===== src/rtl/digit_rev_agen.sv =====
// digit_rev_agen
// Stream source for the NWC/NTT datapath. After a start it walks a
// natural-order counter over 2^W_eff points. Each beat carries the natural
// index and its reversed index. Reversal is either plain bit reversal over
// W_eff bits, or radix-2^RADIX_BITS digit reversal over l_eff digits.
// All outputs are registered, so the reversal of the *next* index is
// computed one cycle ahead and loaded together with the counter.

module digit_rev_agen #(
  parameter int D_WIDTH    = 16,
  parameter int RADIX_BITS = 2,
  parameter int L_WIDTH    = 5
) (
  input  logic               clk,
  input  logic               rst_n,
  input  logic               start,
  input  logic               clear,
  input  logic [L_WIDTH-1:0] l,
  input  logic               mode,
  input  logic               out_ready,
  output logic               out_valid,
  output logic [D_WIDTH-1:0] idx_nat,
  output logic [D_WIDTH-1:0] idx_rev,
  output logic               out_last,
  output logic               busy,
  output logic               done
);

  // Number of whole digits that fit in the index, and a width wide enough
  // to hold any shift amount or effective width from 0 up to D_WIDTH.
  localparam int NDIG = D_WIDTH / RADIX_BITS;
  localparam int SHW  = $clog2(D_WIDTH + 1);

  typedef enum logic [1:0] {
    ST_IDLE,
    ST_RUN,
    ST_DONE
  } state_t;

  state_t             r_state;
  logic               r_mode;
  logic [SHW-1:0]     r_lEff;
  logic [SHW-1:0]     r_wEff;

  logic [SHW-1:0]     w_lEffIn;
  logic [SHW-1:0]     w_wEffIn;
  logic [D_WIDTH-1:0] w_nextNat;
  logic [D_WIDTH-1:0] w_bitFull;
  logic [D_WIDTH-1:0] w_digFull;
  logic [D_WIDTH-1:0] w_nextRev;
  logic [D_WIDTH-1:0] w_lastIdx;
  logic               w_nextLast;
  logic               w_handshake;

  // Clamp the requested digit count so the active width never exceeds the
  // index; the clamped width is automatically a multiple of RADIX_BITS.
  always_comb begin
    w_lEffIn = SHW'(l);
    if (int'(l) > NDIG) begin
      w_lEffIn = SHW'(NDIG);
    end
    w_wEffIn = SHW'(int'(w_lEffIn) * RADIX_BITS);
  end

  // Reverse the next counter value across the whole index, then shift the
  // result down so that only the active width (or active digits) remains.
  // Bits above the active width are zero because the counter never
  // reaches them, so the shift leaves zeros in the upper bits.
  always_comb begin
    w_nextNat = idx_nat + 1'b1;
    w_bitFull = '0;
    for (int i = 0; i < D_WIDTH; i++) begin
      w_bitFull[D_WIDTH-1-i] = w_nextNat[i];
    end
    w_digFull = '0;
    for (int j = 0; j < NDIG; j++) begin
      for (int b = 0; b < RADIX_BITS; b++) begin
        w_digFull[(NDIG-1-j)*RADIX_BITS + b] = w_nextNat[j*RADIX_BITS + b];
      end
    end
    if (r_mode) begin
      w_nextRev = w_digFull >> ((SHW'(NDIG) - r_lEff) * RADIX_BITS);
    end else begin
      w_nextRev = w_bitFull >> (SHW'(D_WIDTH) - r_wEff);
    end
  end

  // Final index 2^W_eff - 1, built by shifting an all-ones word so that
  // W_eff = D_WIDTH does not need a wider intermediate.
  always_comb begin
    w_lastIdx   = {D_WIDTH{1'b1}} >> (SHW'(D_WIDTH) - r_wEff);
    w_nextLast  = (w_nextNat == w_lastIdx);
    w_handshake = out_valid && out_ready;
  end

  // Sequencer: clear has priority over everything, start is only honoured
  // in IDLE, and the counter advances only on an accepted beat.
  always_ff @(posedge clk or negedge rst_n) begin
    if (!rst_n) begin
      r_state   <= ST_IDLE;
      r_mode    <= 1'b0;
      r_lEff    <= '0;
      r_wEff    <= '0;
      out_valid <= 1'b0;
      idx_nat   <= '0;
      idx_rev   <= '0;
      out_last  <= 1'b0;
      busy      <= 1'b0;
      done      <= 1'b0;
    end else if (clear) begin
      r_state   <= ST_IDLE;
      out_valid <= 1'b0;
      idx_nat   <= '0;
      idx_rev   <= '0;
      out_last  <= 1'b0;
      busy      <= 1'b0;
      done      <= 1'b0;
    end else begin
      case (r_state)
        ST_IDLE: begin
          done <= 1'b0;
          if (start) begin
            r_state   <= ST_RUN;
            r_mode    <= mode;
            r_lEff    <= w_lEffIn;
            r_wEff    <= w_wEffIn;
            out_valid <= 1'b1;
            idx_nat   <= '0;
            idx_rev   <= '0;
            out_last  <= (w_wEffIn == '0);
            busy      <= 1'b1;
          end
        end
        ST_RUN: begin
          if (w_handshake) begin
            if (out_last) begin
              r_state   <= ST_DONE;
              out_valid <= 1'b0;
              idx_nat   <= '0;
              idx_rev   <= '0;
              out_last  <= 1'b0;
              busy      <= 1'b0;
              done      <= 1'b1;
            end else begin
              idx_nat  <= w_nextNat;
              idx_rev  <= w_nextRev;
              out_last <= w_nextLast;
            end
          end
        end
        ST_DONE: begin
          r_state <= ST_IDLE;
          done    <= 1'b0;
        end
        default: begin
          r_state   <= ST_IDLE;
          out_valid <= 1'b0;
          busy      <= 1'b0;
          done      <= 1'b0;
        end
      endcase
    end
  end

endmodule


===== config.mk =====
export PLATFORM = sky130hd
export DESIGN_NAME = digit_rev_agen
export DESIGN_NICKNAME = d
export VERILOG_FILES = /design/src/rtl/digit_rev_agen.sv
export SDC_FILE = /design/constraint.sdc
export NUM_CORES = 1
export LEC_CHECK = 0
export CORE_MARGIN = 3
export CORE_UTILIZATION = 51
export CTS_BUF_LIST = sky130_fd_sc_hd__clkbuf_8
export DETAILED_ROUTE_END_ITERATION = 8
export PLACE_DENSITY = 0.84
export SLEW_MARGIN = 20
export SYNTH_ARGS = -nofsm -noshare
export SYNTH_HDL_FRONTEND = slang
export SYNTH_SLANG_ARGS = --single-unit

===== constraint.sdc =====
create_clock -name clk -period 2.5 [get_ports clk]
set_input_delay 0.5 -clock clk [delete_from_list [all_inputs] [get_ports clk]]
set_output_delay 0.5 -clock clk [all_outputs]
set_load 0.02 [all_outputs]

==> results.md <==
Detailed routing
* 18.16 um — per-cell routed wire length
* 5 — length of the first detailed-routing pass in iterations
* 347 — number of violations reported at the end of detailed-routing iteration 0
* 0 — Post-DRT Antenna Nets
* 3517 — routed via count
* 6.441 — ratio of routed vias to standard cells
* 0 — Post-route DRC
* 9.914 mm — final routed wirelength across all metal layers

Floorplan
* 86.27 um — Die W
* 6096 um2 — total core area
* 47 — total I/O pin count
* 86.27 um — vertical die dimension
* 53.90% — Initial Utilization
* 28 — FP Rows
* 7442 um2 — full die area

Layout
* 507 — filler instances
* 4248 um2 — post-route cell area
* 485 — final net count
* 0 — Inserted Diodes
* 18.90% — fraction of final layout cells with drive strength greater than 1
* 546 — Final Non-Filler Cells
* 29.28% — area growth from synthesis to final layout

Timing
* 0 — number of failing hold endpoints at the final stage
* 0.07007 ns — slack of the critical path
* 2.430 ns — Final Critical Period
* 59.57% — Max transition margin
* 0.6065 ns — transition time at the pin with the least slew margin
* 97.20% — post-route fraction of the period consumed by the critical path
* 0 — setup violators final
* 0 — max-slew violation count
* 0.1693 ns — Hold Worst Slack
* 411.5 MHz — FMAX
* yes — setup repair after global routing missed its margin
* 0.01813 ns — worst clock skew

Placement
* 46 — count of input and output buffers
* -0.07702 ns — setup slack after placement
* 4071 um2 — cell area after placement
* 7.260 mm — placed wire-length estimate after detailed placement
* 537 — number of placed instances with taps included
* 0.9935 — global placer's final weighted congestion

Global routing
* 0 — initial antenna violation count
* 27.12% — global router's overall resource usage
* 0 — total gr overflow
* 16.21 mm — global-route wire length before repair
* 30 — pin count of the biggest net entering global routing
* 3281 — vias in the first global route

Worst setup path
* flip-flop — startpoint types
* idx_nat[0] — crit path launch
* 2.68 ns — data arrival time of the critical path
* reg2reg — Critical Setup Path Class
* 15 — worst-path fanout max
* 2.75 ns — required arrival time at the worst endpoint
* 0.51 ns — Largest stage delay, worst path
* flip-flop — Worst setup EP type
* buf_6 > nand4_2 > buf_4 > nor4_4 > xnor2_1 > mux4_2 > mux2i_2 > a221o_1 — sequence of cells on the critical path
* mux4_2 — slowest cell on the critical path
* 8 — length in cells of the worst reg-to-reg path
* idx_nat[0] — worst reg2reg startpoint

Clock network
* done — TritonCTS clock tree
* 2 — H-tree lvl count
* 43 — TritonCTS sink count
* 0.31 ns — clock network latency to the later pin of the worst-skew pair
* 0 — number of hold buffers added after cts
* clkbuf_8 — Clk Tree Root Cell
* 0.10 ns — CTS clock-pin slew for the worst setup and hold paths
* 2 — buffer levels on the longest clock path
* 5 — TritonCTS Buffers

Logic synthesis
* 45 x nand2_1, 43 x dfrtp_1, 39 x o21ai_0, 32 x nor2_1, 24 x clkbuf_1 — Post-synth top cells
* 0 — Synth warnings
* 32.75% — area share of the leading cell type in the synthesized netlist
* 8.153 um2 — average size of a mapped cell
* 418 — Synth Net Count
* dfrtp_1 — prevailing post-synth register cell
* 43 — total of flip-flops plus latches after synthesis
* nand2_1 — most common cell in the synthesized netlist
* dfrtp_1 33%, o21ai_0 5.9%, nand2_1 5.1% — main area contributors after synthesis
* dfrtp_1 — cell taking the most area after synthesis
* 32.75% — portion of the post-synthesis area used by sequential elements
* 65 — count of distinct cell types in the synthesized netlist
* 0 — number of flops mapped to enable cells by yosys
* 100.0% — fraction of synthesis flops using an asynchronous set or reset pin
* 403 — number of standard cells after synthesis
* 3286 um2 — netlist area before placement

Power and ir drop
* 0.3193 mV — maximum vdd ir drop
* 1.932 mW — Tot Pwr
* 454.9 nW/um2 — pwr/cell area
* 1.730 nW — static power due to leakage

Hold path
* in2async — path category of the worst min-delay check

Run status
* finished clean — outcome

Job
* 0 — number of max-cap violations

-- registers in the layout (all words and copies together), names as in the netlist --
register	count
idx_nat	16
done	1
r_lEff	5
r_mode	1
busy	1
idx_rev	16
out_last	1
r_state	2
-- placed cells by master, fill, tap and decap left out, types with 4 or more instances in the layout --
cell,instances
buf_4,47
nand2_1,45
clkdlybuf4s50_1,45
dfrtp_1,41
o21ai_0,37
nor2_1,32
nand3_1,15
inv_1,11
a21oi_1,11
xnor2_1,9
o22ai_1,9
o211ai_1,8
o31ai_1,7
and2_1,7
nor3_1,7
mux2i_1,7
or4_1,6
a22o_1,6
nor4_1,6
a311oi_1,6
nor2b_1,5
nand4_1,5
clkbuf_8,5
and3_1,4
a221o_1,4
-- routing by layer --
metal  vias up  global-route usage (%)  part of all wire [%]
met1      1696                   36.79                    43
met4         0                   6.516                   2.1
li1       1645                       -                     -
met3        24                   4.563                   6.8
met5         -                       0                     0
met2       152                   45.41                    48
-- cell families after synthesis --
logic type | synth area share, %
AND/OR/NAND/NOR | 25.82
AO/OA/AOI/OAI | 26.54
buffers and inverters | 5.484
flip-flops | 32.75
XOR/XNOR | 3.732
multiplexers | 4.151
adder cells (fa/ha/maj) | 1.523
-- through the flow --
| stage | utilization, % | setup TNS, ns |
|---|---|---|
| 3_3_place_gp | 66.79 | -0.008591 |
| 4_1_cts | 68.19 | 0 |
| 6_report | 69.68 | 0 |
| 3_5_place_dp | 66.79 | -0.3584 |
| 5_1_grt | 69.68 | -0.07370 |
| 2_1_floorplan | - | 0 |
-- power breakdown --
group          total [mW]  internal (mW)  switching (mW)
Sequential          0.761          0.719          0.0420
Combinational       0.719          0.294           0.425
Clock               0.452          0.192           0.260
Total                1.93           1.20           0.727
-- timing repair --
action / 4_1_cts / 5_1_grt
endpoints found under the hold margin: 0 / 0
endpoints found under the setup margin: 0 / 11
gates resized for setup: 0 / 19
setup buffers: 0 / 1
-- worst max-delay path: cells and delay by family, from the launching register on --
family | cells | cell delay (ns)
xor gates and xnor gates | 1 | 0.16
buffers and inverters | 2 | 0.38
muxes | 2 | 0.74
AOI/OAI and AO/OA | 1 | 0.19
and+or+nand+nor | 2 | 0.51
DFF | 1 | 0.39
-- final cells by class --
type,count,area (um2),area share (%)
Clock buffer,5,68.82,1.620
Tap cell,75,93.84,2.209
Timing Repair Buffer,95,830.8,19.56
Clock inverter,3,16.27,0.3829
Multi-Input combinational cell,315,2122,49.96
Inverter,10,37.54,0.8837
Sequential cell,43,1079,25.39
-- final timing paths --
check / to / slack, ns
worst max-delay path: idx_rev[3] / 0.07
worst min-delay path: idx_nat[2] / 0.17
worst max register to register: idx_rev[3] / 0.07
worst min register to register: r_lEff[4] / 0.50
max in group asynchronous: idx_rev[12] / 1.64
min in group clk: r_lEff[4] / 0.50
Note: power is estimated with default switching activity, not from simulation.
